--- config.mk ---
export PLATFORM = sky130hd
export DESIGN_NAME = pipe_hazard_ctrl_flat
export DESIGN_NICKNAME = d
export VERILOG_FILES = /design/src/rtl/pipe_hazard_ctrl_pkg.sv /design/src/rtl/pipe_hazard_ctrl_if.sv /design/src/rtl/pipe_hazard_ctrl_hazard_detect.sv /design/src/rtl/pipe_hazard_ctrl.sv /design/src/flat_wrapper.sv
export SDC_FILE = /design/constraint.sdc
export NUM_CORES = 1
export LEC_CHECK = 0
export CORE_UTILIZATION = 35
export CTS_CLUSTER_DIAMETER = 200
export DETAILED_ROUTE_END_ITERATION = 8
export PLACE_DENSITY = 0.73
export SYNTH_ARGS = -nofsm -noshare
export SYNTH_HDL_FRONTEND = slang
export SYNTH_SLANG_ARGS = --single-unit
--- constraint.sdc ---
create_clock -name clk -period 2.2 [get_ports clk]
set_clock_uncertainty 0.15 [all_clocks]
set_input_delay 0.44 -clock clk [delete_from_list [all_inputs] [get_ports clk]]
set_output_delay 0.44 -clock clk [all_outputs]
set_load 0.05 [all_outputs]
--- src/rtl/pipe_hazard_ctrl_pkg.sv ---
// pipe_ctrl_pkg: shared types and constants for the pipeline stall/flush controller
package pipe_ctrl_pkg;
   typedef enum logic [1:0] {IDLE, BUSY, RELEASE} mem_state_t;
   localparam int REG_W           = 4;
   localparam int MEM_TIMEOUT_DEF = 64;
endpackage

--- src/rtl/pipe_hazard_ctrl_if.sv ---
// pipe_hazard_ctrl_if: bundle between pipeline stages and the stall/flush controller
interface pipe_hazard_ctrl_if
   import pipe_ctrl_pkg::*;
#(
   parameter int CNT_W = 16
);
   logic [REG_W-1:0] id_src1, id_src2, exe_dest, mem_dest;
   logic             id_two_src, id_valid, exe_wb_en, mem_wb_en;
   logic             exe_branch_taken, mem_req, mem_ready;
   logic             pc_freeze, ifid_freeze, idex_bubble, ifid_flush, idex_flush;
   logic             pipe_freeze, sram_start, mem_err;
   logic [CNT_W-1:0] stall_cnt;
   modport master (
      output id_src1, id_src2, id_two_src, id_valid, exe_wb_en, mem_wb_en,
             exe_dest, mem_dest, exe_branch_taken, mem_req, mem_ready,
      input  pc_freeze, ifid_freeze, idex_bubble, ifid_flush, idex_flush,
             pipe_freeze, sram_start, mem_err, stall_cnt
   );
   modport slave (
      input  id_src1, id_src2, id_two_src, id_valid, exe_wb_en, mem_wb_en,
             exe_dest, mem_dest, exe_branch_taken, mem_req, mem_ready,
      output pc_freeze, ifid_freeze, idex_bubble, ifid_flush, idex_flush,
             pipe_freeze, sram_start, mem_err, stall_cnt
   );
endinterface

--- src/rtl/pipe_hazard_ctrl_hazard_detect.sv ---
// hazard_detect: RAW hazard between the ID sources and the EXE/MEM destinations (no forwarding)
module hazard_detect
   import pipe_ctrl_pkg::*;
(
   input  logic [REG_W-1:0] i_id_src1,
   input  logic [REG_W-1:0] i_id_src2,
   input  logic             i_id_two_src,
   input  logic             i_id_valid,
   input  logic             i_exe_wb_en,
   input  logic [REG_W-1:0] i_exe_dest,
   input  logic             i_mem_wb_en,
   input  logic [REG_W-1:0] i_mem_dest,
   output logic             o_hazard
);
   logic w_src1_hit, w_src2_hit;
   assign w_src1_hit = (i_exe_wb_en && i_exe_dest == i_id_src1) || (i_mem_wb_en && i_mem_dest == i_id_src1);
   assign w_src2_hit = (i_exe_wb_en && i_exe_dest == i_id_src2) || (i_mem_wb_en && i_mem_dest == i_id_src2);
   assign o_hazard   = i_id_valid && (w_src1_hit || (i_id_two_src && w_src2_hit));
endmodule

--- src/rtl/pipe_hazard_ctrl.sv ---
// pipe_hazard_ctrl: freeze/bubble/flush control from RAW hazards, taken branches and SRAM accesses
module pipe_hazard_ctrl
   import pipe_ctrl_pkg::*;
#(
   parameter int MEM_TIMEOUT = MEM_TIMEOUT_DEF,
   parameter int CNT_W       = 16
) (
   input  logic              clk,
   input  logic              rst,
   pipe_hazard_ctrl_if.slave bus
);
   localparam int              TW   = (MEM_TIMEOUT > 1) ? $clog2(MEM_TIMEOUT) : 1;
   localparam logic [TW-1:0]   LAST = TW'(MEM_TIMEOUT - 1);
   mem_state_t       r_state, w_state_nxt;
   logic [TW-1:0]    r_tcnt, w_tcnt_nxt;
   logic             r_err, w_err_nxt, r_sram_start;
   logic [CNT_W-1:0] r_stall_cnt;
   logic             w_hazard, w_mem_stall, w_branch, w_bubble, w_freeze, w_launch;

   hazard_detect u_hazard_detect (
      .i_id_src1   (bus.id_src1),
      .i_id_src2   (bus.id_src2),
      .i_id_two_src(bus.id_two_src),
      .i_id_valid  (bus.id_valid),
      .i_exe_wb_en (bus.exe_wb_en),
      .i_exe_dest  (bus.exe_dest),
      .i_mem_wb_en (bus.mem_wb_en),
      .i_mem_dest  (bus.mem_dest),
      .o_hazard    (w_hazard)
   );

   // memory-access sequencing: launch, wait for ready or timeout, then one release cycle
   always_comb begin
      w_state_nxt = r_state;
      w_tcnt_nxt  = r_tcnt;
      w_err_nxt   = r_err;
      case (r_state)
         IDLE: if (bus.mem_req) begin
            w_state_nxt = BUSY;
            w_tcnt_nxt  = '0;
         end
         BUSY: if (bus.mem_ready) w_state_nxt = RELEASE;
         else if (r_tcnt == LAST) begin
            w_state_nxt = RELEASE;
            w_err_nxt   = 1'b1;
         end else w_tcnt_nxt = r_tcnt + 1'b1;
         default: w_state_nxt = IDLE;
      endcase
   end

   assign w_launch    = r_state == IDLE && bus.mem_req;
   assign w_mem_stall = w_launch || r_state == BUSY;
   assign w_branch    = !w_mem_stall && bus.exe_branch_taken;
   assign w_bubble    = !w_mem_stall && !bus.exe_branch_taken && w_hazard;
   assign w_freeze    = w_mem_stall || w_bubble;

   assign bus.pipe_freeze = w_mem_stall;
   assign bus.pc_freeze   = w_freeze;
   assign bus.ifid_freeze = w_freeze;
   assign bus.idex_bubble = w_bubble;
   assign bus.ifid_flush  = w_branch;
   assign bus.idex_flush  = w_branch;
   assign bus.sram_start  = r_sram_start;
   assign bus.mem_err     = r_err;
   assign bus.stall_cnt   = r_stall_cnt;

   // FSM state, timeout counter, sticky error and the first-BUSY-cycle start pulse
   always_ff @(posedge clk or posedge rst)
      if (rst) begin
         r_state      <= IDLE;
         r_tcnt       <= '0;
         r_err        <= 1'b0;
         r_sram_start <= 1'b0;
      end else begin
         r_state      <= w_state_nxt;
         r_tcnt       <= w_tcnt_nxt;
         r_err        <= w_err_nxt;
         r_sram_start <= w_launch;
      end

   // saturating count of cycles with the PC held
   always_ff @(posedge clk or posedge rst)
      if (rst) r_stall_cnt <= '0;
      else if (w_freeze && r_stall_cnt != '1) r_stall_cnt <= r_stall_cnt + 1'b1;
endmodule

--- src/flat_wrapper.sv ---
// flat-port wrapper written by rule: the top's interface ports become plain ports
module pipe_hazard_ctrl_flat import pipe_ctrl_pkg::*;
#(
   parameter int MEM_TIMEOUT = MEM_TIMEOUT_DEF,
   parameter int CNT_W       = 16
)
  (clk, rst, bus_id_src1, bus_id_src2, bus_id_two_src, bus_id_valid, bus_exe_wb_en, bus_mem_wb_en, bus_exe_dest, bus_mem_dest, bus_exe_branch_taken, bus_mem_req, bus_mem_ready, bus_pc_freeze, bus_ifid_freeze, bus_idex_bubble, bus_ifid_flush, bus_idex_flush, bus_pipe_freeze, bus_sram_start, bus_mem_err, bus_stall_cnt);
  pipe_hazard_ctrl_if #(.CNT_W(CNT_W)) bus_i ();
  input  logic clk;
  input  logic rst;
  input wire logic [$bits(bus_i.id_src1)-1:0] bus_id_src1;
  input wire logic [$bits(bus_i.id_src2)-1:0] bus_id_src2;
  input wire logic [$bits(bus_i.id_two_src)-1:0] bus_id_two_src;
  input wire logic [$bits(bus_i.id_valid)-1:0] bus_id_valid;
  input wire logic [$bits(bus_i.exe_wb_en)-1:0] bus_exe_wb_en;
  input wire logic [$bits(bus_i.mem_wb_en)-1:0] bus_mem_wb_en;
  input wire logic [$bits(bus_i.exe_dest)-1:0] bus_exe_dest;
  input wire logic [$bits(bus_i.mem_dest)-1:0] bus_mem_dest;
  input wire logic [$bits(bus_i.exe_branch_taken)-1:0] bus_exe_branch_taken;
  input wire logic [$bits(bus_i.mem_req)-1:0] bus_mem_req;
  input wire logic [$bits(bus_i.mem_ready)-1:0] bus_mem_ready;
  output wire logic [$bits(bus_i.pc_freeze)-1:0] bus_pc_freeze;
  output wire logic [$bits(bus_i.ifid_freeze)-1:0] bus_ifid_freeze;
  output wire logic [$bits(bus_i.idex_bubble)-1:0] bus_idex_bubble;
  output wire logic [$bits(bus_i.ifid_flush)-1:0] bus_ifid_flush;
  output wire logic [$bits(bus_i.idex_flush)-1:0] bus_idex_flush;
  output wire logic [$bits(bus_i.pipe_freeze)-1:0] bus_pipe_freeze;
  output wire logic [$bits(bus_i.sram_start)-1:0] bus_sram_start;
  output wire logic [$bits(bus_i.mem_err)-1:0] bus_mem_err;
  output wire logic [$bits(bus_i.stall_cnt)-1:0] bus_stall_cnt;
  assign bus_i.id_src1 = bus_id_src1;
  assign bus_i.id_src2 = bus_id_src2;
  assign bus_i.id_two_src = bus_id_two_src;
  assign bus_i.id_valid = bus_id_valid;
  assign bus_i.exe_wb_en = bus_exe_wb_en;
  assign bus_i.mem_wb_en = bus_mem_wb_en;
  assign bus_i.exe_dest = bus_exe_dest;
  assign bus_i.mem_dest = bus_mem_dest;
  assign bus_i.exe_branch_taken = bus_exe_branch_taken;
  assign bus_i.mem_req = bus_mem_req;
  assign bus_i.mem_ready = bus_mem_ready;
  assign bus_pc_freeze = bus_i.pc_freeze;
  assign bus_ifid_freeze = bus_i.ifid_freeze;
  assign bus_idex_bubble = bus_i.idex_bubble;
  assign bus_ifid_flush = bus_i.ifid_flush;
  assign bus_idex_flush = bus_i.idex_flush;
  assign bus_pipe_freeze = bus_i.pipe_freeze;
  assign bus_sram_start = bus_i.sram_start;
  assign bus_mem_err = bus_i.mem_err;
  assign bus_stall_cnt = bus_i.stall_cnt;
  pipe_hazard_ctrl #(.MEM_TIMEOUT(MEM_TIMEOUT), .CNT_W(CNT_W)) u_core (.clk(clk), .rst(rst), .bus(bus_i));
endmodule
# Yosys cells after proc, flatten, opt, wreduce, memory -nomap -nowiden
# Cells that the tools add are included.
# W data, S select, Z words.
# totals
reg_bits	26
input_bits	25
out_inout_bits	24
elab_cells	50
# classes
n_addsub	2
n_eq_ne	11
n_mux	8
bitwise_logic	1
reduce_logical	23
# ops
op	n
$mux W6	3
$add A16 B1 Y16 const B	1
$eq A4 B4 Y1	4
$ne A16 B16 Y1 const B	1
$pmux W6 S2	1
$logic_and A1 B1 Y1	11
$add A6 B1 Y6 const B	1
$eq A6 B6 Y1 const B	1
$mux W2	3
$ne A2 B2 Y1 const B	3
$logic_or A1 B1 Y1	5
$pmux W2 S2	1
$reduce_and A4 Y1	1
$ne A3 B2 Y1 const B	1
$reduce_and A3 Y1	1
$eq A2 B1 Y1 const B	1
$logic_not A1 Y1	2
$logic_not A2 Y1	1
$reduce_and A2 Y1	1
$reduce_bool A2 Y1	1
$not A1 Y1	1

# Logic depth before layout (Yosys ltp)
# Gate-level depths: netlist of the first run.
# logic_depth
ltp_word	9
ltp_mapped	8
mapped_depth_nobuf	7

# Hierarchy
# From an unflattened synthesis of the first run, not the netlist that was laid out.
# unflattened
cells_unflattened	164
hier_area_um2	1631.6
# modules_own_cells
mod	n_inst	cells_per_inst	area_each_um2	seq_area_each_um2
pipe_hazard_ctrl	1	139	1437.6	650.6
hazard_detect	1	25	193.9	0.0

# Least setup slack after synthesis of the first run
# OpenSTA, ideal clock, no wires.
# synth_timing
kind	input port to output port
from	in bus_mem_req
to	out bus_ifid_flush
arrival_time_ns	2.541
t_required_ns	1.610
path_slack_ns	-0.931
stages	7
path_buffers	3
path_cell_list	nor2_1 > or2_1 > clkbuf_1 > buf_2 > inv_1 > nor2_1 > buf_4
# synth_between
elab_chain_cells	4
# synth_lines
item	line_no	text
from (decl)	flat_wrapper.sv:20	input wire logic [$bits(bus_i.mem_req)-1:0] bus_mem_req;
$logic_and A1 B1 Y1	pipe_hazard_ctrl.sv:51	assign w_launch = r_state == IDLE && bus.mem_req;
$logic_or A1 B1 Y1	pipe_hazard_ctrl.sv:52	assign w_mem_stall = w_launch || r_state == BUSY;
net bus_pipe_freeze	flat_wrapper.sv:27	output wire logic [$bits(bus_i.pipe_freeze)-1:0] bus_pipe_freeze;
$logic_not A1 Y1	pipe_hazard_ctrl.sv:53	assign w_branch = !w_mem_stall && bus.exe_branch_taken;
$logic_and A1 B1 Y1	pipe_hazard_ctrl.sv:53	
to (decl)	flat_wrapper.sv:25	output wire logic [$bits(bus_i.ifid_flush)-1:0] bus_ifid_flush;
# The timed path passes the listed nets, and every way through them passes these cells.

# Final worst setup path of the first run
# layout_timing
from	in bus_id_two_src
to	out bus_idex_bubble
# layout_between
elab_chain_cells	4
# layout_lines
item	line_no	text
from (decl)	flat_wrapper.sv:13	input wire logic [$bits(bus_i.id_two_src)-1:0] bus_id_two_src;
$logic_and A1 B1 Y1	pipe_hazard_ctrl_hazard_detect.sv:18	assign o_hazard = i_id_valid && (w_src1_hit || (i_id_two_src && w_src2_hit));
$logic_or A1 B1 Y1	pipe_hazard_ctrl_hazard_detect.sv:18	
$logic_and A1 B1 Y1	pipe_hazard_ctrl_hazard_detect.sv:18	
$logic_and A1 B1 Y1	pipe_hazard_ctrl.sv:54	assign w_bubble = !w_mem_stall && !bus.exe_branch_taken && w_hazard;
to (decl)	flat_wrapper.sv:24	output wire logic [$bits(bus_i.idex_bubble)-1:0] bus_idex_bubble;
# No other way between the ends.

==> metrics.md, run 1 <==
| Metric | Value |
|---|---|
| Result of the run | completed |
| Antenna violations before repair | 0 |
| Family with the most delay on the worst path | simple AND/OR/NAND/NOR gates |
| Mapped Cells | 152 |
| H-Tree Depth | 1 |
| Worst Tran Pin Value | 0.504 ns |
| Most frequent cells after synthesis | dfrtp_1, xor2_1, nand2_1, nor2_1 |
| Mapped Area | 1610 um^2 |
| IO Port Bufs | 48 |
| Nets | 236 |
| CP max FO | 3 |
| Final hold violation count | 0 |
| Crit end category | output pin |
| Unrepaired setup endpoints after global routing | true |
| Max-cap viol count | 0 |
| Setup ws final | 0.0407 ns |
| Global-route wire length before repair | 5.87 mm |
| First-pass iteration count of the detailed router | 5 |
| Total global routing overflow | 0 |
| Die area | 4890 um^2 |
| Max stage delay cell, worst path | nor4_4 |
| Post-synthesis register bit count | 26 |
| Critical path required time | 1.61 ns |
| Hold_buf cts | 0 |
| EDFF count, synth | 0 |
| Critical Path Sink | bus_idex_bubble |
| ANT nets after route | 0 |
| Vias | 1291 |
| Critical path type | input pin to output pin |
| Worst-path cell chain | dlygate4sd2_1 > nand3_2 > nor4_4 > o311ai_4 > nor2_2 > buf_6 |
| Pin count of the biggest net entering global routing | 27 |
| Hold Crit Class | flip-flop to flip-flop |
| Drt drc | 0 |
| RR Endpoint | u_core.bus.stall_cnt[1] |
| Pwr dens | 1100 nW/um^2 |
| N_diodes | 0 |
| Clk Latency, worst-skew pair | 0.27 ns |
| Synth area leaders | dfrtp_1, xor2_1, xnor2_1, a211oi_2, a2111oi_2 |
| Post-synthesis sequential area ratio | 40.3% |
| Slew margin rel. | 66.3% |
| Number of global-route vias before repair | 1284 |
| Top cell type's share of synthesized area | 40.3% |
| Clock root buffer | clkbuf_8 |
| Total track usage | 15.0% |
| Crit path DAT | 1.57 ns |
| Post-Place Cells | 255 |
| CP Launch Type | input pin |
| Core ar. | 4380 um^2 |
| Mapped Nets | 179 |
| Internal reg-to-reg setup slack | 0.06 ns |
| DR vias/cell | 4.97 |
| Share of cells above drive strength 1 | 39.9% |
| Chip Height | 69.9 um |
| Num ports | 49 |
| Top FF cell, synth | dfrtp_1 |
| TritonCTS buffer count | 3 |
| CP startpoint | bus_id_two_src |
| Launch point of the worst reg-to-reg path | u_core.bus.stall_cnt[8] |
| WL/cell | 13.8 um |
| Part of the cycle the worst path needs | 98.1% |
| Clock sinks | 26 |
| Critical path depth | 6 |
| Crit path largest cell delay | 0.31 ns |
| Synth warn | 0 |
| Most common cell in the netlist | dfrtp_1 |
| LEAKAGE | 0.00101 uW |
| Synth cell types | 34 |
| CTS clock-pin slew for the worst setup and hold paths | 0.09 ns |
| Starting Density | 36.8% |
| Iteration-0 DRC Markers | 50 |
| Final slew viol count | 0 |
| Mean Syn Cell Area | 10.6 um^2 |
| Post-DP HPWL | 2.59 mm |
| Clock buffer depth | 2 |
| Ys async rst share | 100% |
| Place WS | -0.508 ns |
| Maximum operating frequency | 463 MHz |
| Row count | 24 |
| Post-route insts no fill | 260 |
| Buf+Inv Stages, Crit Path | 2 |
| Die width | 69.9 um |
| Final wirelength | 3.60 mm |
| Gp weighted congestion | 0.779 |
| Minimum clock period | 2.16 ns |
| Setup Viol. Count Final | 0 |
| Worst R2R Path Depth | 6 |
| WHS | 0.316 ns |
| Power, Total | 2660 uW |
| Largest area contributor in the netlist | dfrtp_1 |
| CTS tree | done |
| Peak supply drop | 0.000736 V |
| Area grow syn2layout | 50.4% |
worst min path at each step:
stage	cells after the start	startpoint	endpoint	slack [ns]
after floorplan	2	u_core.r_tcnt[1]	u_core.r_tcnt[1]	0.32
after global placement	1	u_core.bus.mem_err	u_core.bus.mem_err	0.29
after detailed placement	1	u_core.bus.mem_err	u_core.bus.mem_err	0.30
after CTS	1	u_core.bus.mem_err	u_core.bus.mem_err	0.32
after global routing	1	u_core.bus.mem_err	u_core.bus.mem_err	0.35
final	1	u_core.bus.mem_err	u_core.bus.mem_err	0.32
layout by cell type (no fill, tap or decap), types with 5 or more instances in the layout:
master and count:
clkdlybuf4s50_1 18, nand2_1 12, nor2_1 11, nand3_1 8, buf_4 15, and3_1 5
dfrtp_1 20, nand4_1 5, xor2_1 17, xnor2_1 7, inv_1 6, buf_2 6
xor2_2 7, a211oi_2 6, dfrtp_2 6, buf_6 8
routing by layer:
metal  track usage (%)  up-vias  share of wire [%]
li1                  -      631                  -
met1              20.6      628                 45
met2              24.5       28                 51
met3              1.88        4                2.7
met4              5.33        0                1.3
met5                 0        -                  0
metrics by stage:
stage | setup TNS, ns | utilization, % | cell area [um^2]
after floorplan | -0.493 | - | 1670
after global placement | -7.38 | 50.4 | 2210
after detailed placement | -7.91 | 50.4 | 2210
after CTS | 0 | 52.9 | 2320
after global routing | -0.119 | 55.4 | 2430
final | 0 | 55.4 | 2430
what timing repair did:
item                                    in CTS  in global routing
gates resized for setup                     82                 27
pin swaps                                   18                 13
endpoints found under the setup margin      21                 14
endpoints found under the hold margin        0                  0
buffers inserted                             1                  0
registers in the layout, summed over array words and instances (netlist names):
name                   flops
u_core.bus.stall_cnt      16
u_core.bus.mem_err         1
u_core.r_tcnt              6
u_core.r_state             2
u_core.bus.sram_start      1
kinds of logic (layout without fill, tap and decap cells):
kind of cell	Yosys count	after routing	share of synthesized area [%]
AOI/OAI and AO/OA	19	19	14.0
xor gates and xnor gates	34	34	18.4
adders and majority gates	2	2	1.55
buffers and inverters	13	69	4.50
DFF	26	26	40.3
muxes	3	3	2.33
and+or+nand+nor	55	55	18.9
report_power, final:
part,total (uW),internal [uW],switching [uW]
clock,312,160,152
sequential,812,637,174
combinational,1540,581,960
total,2660,1380,1290
layout make-up:
| type | instances | area, um^2 |
|---|---|---|
| multi-input combinational | 113 | 1060 |
| fill | 390 | 1960 |
| tap | 52 | 65.1 |
| clock buffer | 4 | 55.1 |
| sequential | 26 | 658 |
| timing repair buffer | 58 | 557 |
| inverter | 7 | 30.0 |
Note: power is estimated with default switching activity, not from simulation.
==> run 2: changes to the inputs <==
Settings changed: SKIP_CTS_REPAIR_TIMING set to 1.
==> run 2 against run 1 <==
The run now ends with negative setup slack left. Non-clock buffer count did not move. Die area stayed put. Hold slack hardly changed. Critical endpoint unchanged. Highest routed layer unchanged.
==> metrics.md, run 2 (same netlist as run 1, synthesis figures left out) <==
| Metric | Value |
|---|---|
| Result of the run | complete, but fails checks |
| Failing checks | negative setup slack |
| Clock buffer depth | 2 |
| ANT nets after route | 0 |
| Number of global-route vias before repair | 1244 |
| Peak supply drop | 0.000719 V |
| Unrepaired setup endpoints after global routing | true |
| Most frequent cells in the layout | dfrtp_1, xor2_1, clkdlybuf4s50_1 |
| Minimum clock period | 2.22 ns |
| Global-route wire length before repair | 5.66 mm |
| Share of cells above drive strength 1 | 36.5% |
| Min-Delay Path Depth | 1 |
| Place WS | -0.508 ns |
| Die width | 69.9 um |
| Crit end category | output pin |
| Crit path DAT | 1.63 ns |
| N_diodes | 0 |
| WL/cell | 13.4 um |
| Worst Tran Pin Value | 0.504 ns |
| Critical path type | input pin to output pin |
| Vias | 1297 |
| Pin count of the biggest net entering global routing | 27 |
| Maximum operating frequency | 451 MHz |
| Total track usage | 14.5% |
| Fillers | 405 |
| Slew margin rel. | 66.3% |
| Worst R2R Path Depth | 6 |
| Clock root buffer | clkbuf_8 |
| Num ports | 49 |
| Hold Crit Class | flip-flop to flip-flop |
| Row count | 24 |
| Starting Density | 36.8% |
| Post-DP HPWL | 2.59 mm |
| Setup ws final | -0.0171 ns |
| Area grow syn2layout | 45.5% |
| Final slew viol count | 0 |
| Clk Latency, worst-skew pair | 0.27 ns |
| Iteration-0 DRC Markers | 64 |
| Part of the cycle the worst path needs | 101% |
| Setup Viol. Count Final | 1 |
| Max reg flops | 16 |
| Pwr dens | 1120 nW/um^2 |
| Die area | 4890 um^2 |
| DR vias/cell | 4.99 |
| Drt drc | 0 |
| Clock sinks | 26 |
| Nets | 236 |
| CP startpoint | bus_id_src2[0] |
| Antenna violations before repair | 0 |
| Core ar. | 4380 um^2 |
| CTS tree | done |
| TritonCTS buffer count | 3 |
| CP max FO | 4 |
| H-Tree Depth | 1 |
| Total global routing overflow | 0 |
| CP Launch Type | input pin |
| First-pass iteration count of the detailed router | 5 |
| Final wirelength | 3.49 mm |
| LEAKAGE | 0.00104 uW |
| Max-cap viol count | 0 |
| Fin util | 53.6% |
| Critical path required time | 1.61 ns |
| Most common cell after layout, fill and taps aside | dfrtp_1 |
| IO Port Bufs | 48 |
| Chip Height | 69.9 um |
| Final hold violation count | 0 |
| CTS clock-pin slew for the worst setup and hold paths | 0.09 ns |
| Launch point of the worst reg-to-reg path | u_core.bus.stall_cnt[0] |
| Gp weighted congestion | 0.779 |
| Hold path startpoint | u_core.bus.mem_err |
## run 2: final cells by class
class                      instances  area (um^2)  share of cell area (%)
timing repair buffer              58          549                    23.4
multi-input combinational        113          991                    42.2
tap                               52         65.1                    2.77
sequential                        26          658                    28.0
clock buffer                       4         55.1                    2.34
inverter                           7         30.0                    1.28
## run 2: final timing paths
kind                       slack (ns)                      end
setup / recovery                -0.02          bus_idex_bubble
setup reg to reg                 0.15  u_core.bus.stall_cnt[1]
hold reg to reg                  0.32       u_core.bus.mem_err
min in group asynchronous        0.36    u_core.bus.sram_start
hold / removal                   0.32       u_core.bus.mem_err
max in group asynchronous        1.28  u_core.bus.stall_cnt[6]
## run 2: layer usage
| layer | global-route usage (%) | vias up | share of wire, % |
|---|---|---|---|
| met5 | 0 | - | 0 |
| met4 | 5.33 | 0 | 2.2 |
| met3 | 1.88 | 6 | 2.8 |
| met2 | 23.2 | 28 | 49 |
| met1 | 20.0 | 629 | 46 |
| li1 | - | 634 | - |
## run 2: critical path, stage by stage
cell	delay, ns
buf_8	0.10
xnor2_2	0.16
nand3_2	0.10
nor4_4	0.33
o311ai_4	0.17
nor2_2	0.15
buf_6	0.17
## run 2: report_power, final
group | switching [uW] | leakage [uW] | total, uW | internal (uW)
Combinational | 935 | 0.000699 | 1500 | 563
Sequential | 174 | 0.000317 | 812 | 637
Clock | 152 | 0.0000288 | 312 | 160
Total | 1260 | 0.00104 | 2620 | 1360
## run 2: metrics by stage
stage / std cells / hold WS (ns) / TNS [ns] / power [uW] / instance area (um^2)
detailed placement: 255 / 0.299 / -7.91 / 2260 / 2210
CTS: 259 / 0.320 / -3.31 / 2580 / 2260
floorplan: 152 / 0.318 / -0.493 / 1820 / 1670
global route: 260 / 0.350 / -0.0999 / 2760 / 2350
finish: 260 / 0.316 / -0.0171 / 2620 / 2350
global placement: 255 / 0.291 / -7.38 / 2250 / 2210
==> run 3: changes to the inputs <==
Settings changed: ABC_AREA set to 1, PLACE_DENSITY 0.73 to 0.72.
==> run 3 against run 2 <==
The flow now finishes without violations. Clock power up 29%. Synthesized area is 8.3% higher. Setup slack improved by 0.050 ns. Total power is 22% lower. Register-to-register slack better by 0.18 ns. Via count grew 37%. Count of clock-buffer cells in the layout down 1. Largest cell class unchanged. Non-clock buffer count fell by 5. Global-route usage increased by 2.0 points. Die area rose by 8.1%. Utilization fell by 1.7 points.
==> metrics.md, run 3 <==
| Metric | Value |
|---|---|
| Post-Place Cell Area | 2350 um^2 |
| Post-synthesis sequential area ratio | 37.2% |
| Number of global-route vias before repair | 1655 |
| DR vias/cell | 4.66 |
| Result of the run | completed |
| Critical path type | flip-flop to output pin |
| Clock sinks | 26 |
| Peak supply drop | 0.000357 V |
| CTS tree | done |
| EDFF count, synth | 0 |
| Row count | 25 |
| Mapped Area | 1750 um^2 |
| Max-cap viol count | 0 |
| Share of cells above drive strength 1 | 13.4% |
| Post-DP HPWL | 3.13 mm |
| Post-synthesis register bit count | 26 |
| Mean Syn Cell Area | 6.70 um^2 |
| Nets | 341 |
| Gp weighted congestion | 0.878 |
| Maximum operating frequency | 461 MHz |
| H-Tree Depth | 1 |
| Top cell type's share of synthesized area | 37.2% |
| Core ar. | 4750 um^2 |
| CTS clock-pin slew for the worst setup and hold paths | 0.09 ns |
| Clock buffer depth | 2 |
| Fin area | 2470 um^2 |
| WL/cell | 10.8 um |
| Worst Tran Pin Value | 0.537 ns |
| CP Launch Type | flip-flop |
| Mapped Nets | 288 |
| Crit path largest cell delay | 0.86 ns |
| Top FF cell, synth | dfrtp_1 |
| Area grow syn2layout | 41.2% |
| Die area | 5280 um^2 |
| Total global routing overflow | 0 |
| Buf+Inv Stages, Crit Path | 1 |
| ANT nets after route | 0 |
| Vias | 1772 |
| Final wirelength | 4.11 mm |
| Most frequent cells in the layout | nand2_1, nor2_1, nand3_1 |
| TritonCTS buffer count | 3 |
| Largest area contributor in the netlist | dfrtp_1 |
| Fillers | 471 |
| N_diodes | 0 |
| Iteration-0 DRC Markers | 151 |
| Clk Latency, worst-skew pair | 0.27 ns |
| Worst-path cell chain | clkdlybuf4s50_1 |
| Pin count of the biggest net entering global routing | 27 |
| Starting Density | 36.8% |
| Critical path required time | 1.61 ns |
| Most common cell after layout, fill and taps aside | nand2_1 |
| Antenna violations before repair | 0 |
| LEAKAGE | 0.00136 uW |
| Minimum clock period | 2.17 ns |
| Place WS | -0.329 ns |
| Hold Crit Class | flip-flop to flip-flop |
| Mapped Cells | 261 |
| Crit path DAT | 1.58 ns |
| Max stage delay cell, worst path | clkdlybuf4s50_1 |
| Most common cell in the netlist | nand2_1 |
| Global-route wire length before repair | 7.00 mm |
| Final hold violation count | 0 |
| Synth area leaders | dfrtp_1, nand2_1, nand3_1, nor2_1, inv_1 |
| Chip Height | 72.7 um |
| Synth warn | 0 |
| Family with the most delay on the worst path | buffers and inverters |
| Clock root buffer | clkbuf_8 |
| Num ports | 49 |
| Setup Viol. Count Final | 0 |
| First-pass iteration count of the detailed router | 4 |
| Part of the cycle the worst path needs | 98.5% |
| Drt drc | 0 |
| Total track usage | 16.4% |
| CP max FO | 6 |
| Setup ws final | 0.0324 ns |
| Ys async rst share | 100% |
| Max reg flops | 16 |
| Crit end category | output pin |
| Synth cell types | 22 |
| Final slew viol count | 0 |
| Slew margin rel. | 63.9% |
| Die width | 72.7 um |
| IO Port Bufs | 48 |
| Most frequent cells after synthesis | nand2_1, nor2_1, inv_1 |
| Pwr dens | 834 nW/um^2 |
## run 3: cell types whose count changed in the layout (fill, tap and decap cells not counted), sizes merged, moves of 3 or more
cell	before	now
dlymetal6s2s	8	15
a2111oi	4	0
nor2	13	38
a211oi	6	0
inv	6	33
nand3	10	29
mux2	3	0
o21ai	1	5
clkbuf	13	6
xor2	24	8
nor3	2	6
nand2	13	90
and3	7	1
buf	23	19
## run 3: where the power goes
| group | switching (uW) | total, uW | internal, uW |
|---|---|---|---|
| Clock | 158 | 402 | 244 |
| Sequential | 89.4 | 646 | 556 |
| Combinational | 632 | 1010 | 377 |
## run 3: worst reg2reg max path: stages, from the launching register on
cell,delay [ns]
dfrtp_1,0.48
nand2_1,0.13
nor2_2,0.13
nand2_2,0.09
nor2_2,0.08
nand4_1,0.09
nor2_2,0.14
inv_2,0.16
nand2_4,0.22
nand2_1,0.08
nand2_1,0.06
## run 3: cells by family (layout without fill, tap and decap cells)
group                      after synthesis  in the layout  synth area share, %
AOI/OAI and AO/OA                        9              9                 2.72
and+or+nand+nor                        169            169                 40.8
adders and majority gates                2              2                 1.43
DFF                                     26             26                 37.2
buffers and inverters                   38             90                 9.31
xor gates and xnor gates                17             17                 8.52
## run 3: layer usage
layer  up-vias  GRT usage (%)  routed length (um)
met5         -              0                   0
met3         9           2.07                 173
li1        914              -                   -
met2        35           29.7                1970
met4         0           3.92                  78
met1       814           20.8                1890
## run 3: layout make-up
cell class                      count  area (um^2)  share of cell area [%]
Timing Repair Buffer               53          581                    23.5
Tap cell                           67         83.8                    3.40
Multi-Input combinational cell    197          957                    38.8
Inverter                           33          124                    5.02
Clock buffer                        3         41.3                    1.67
Clock inverter                      1         30.0                    1.22
Sequential cell                    26          651                    26.4
## run 3: final timing paths
check                                   startpoint                        to  slack (ns)  cells after the start
setup / recovery           u_core.bus.stall_cnt[9]          bus_stall_cnt[9]        0.03                      1
hold / removal                  u_core.bus.mem_err        u_core.bus.mem_err        0.32                      1
setup reg to reg           u_core.bus.stall_cnt[5]  u_core.bus.stall_cnt[12]        0.33                     10
hold reg to reg                 u_core.bus.mem_err        u_core.bus.mem_err        0.32                      1
max in group asynchronous                      rst  u_core.bus.stall_cnt[12]        1.29                      3
min in group asynchronous                      rst         u_core.r_state[1]        0.36                      3
## run 3: stage by stage
stage | instances | setup TNS, ns | utilization (%) | total power, uW | hold slack [ns]
finish | 380 | 0 | 51.9 | 2060 | 0.323
global route | 380 | -0.0468 | 51.9 | 2180 | 0.348
CTS | 378 | -0.852 | 50.8 | 2040 | 0.328
global placement | 374 | -3.35 | 49.3 | 1630 | 0.296
detailed placement | 374 | -3.94 | 49.3 | 1640 | 0.306
floorplan | 261 | 0 | - | 1290 | 0.317
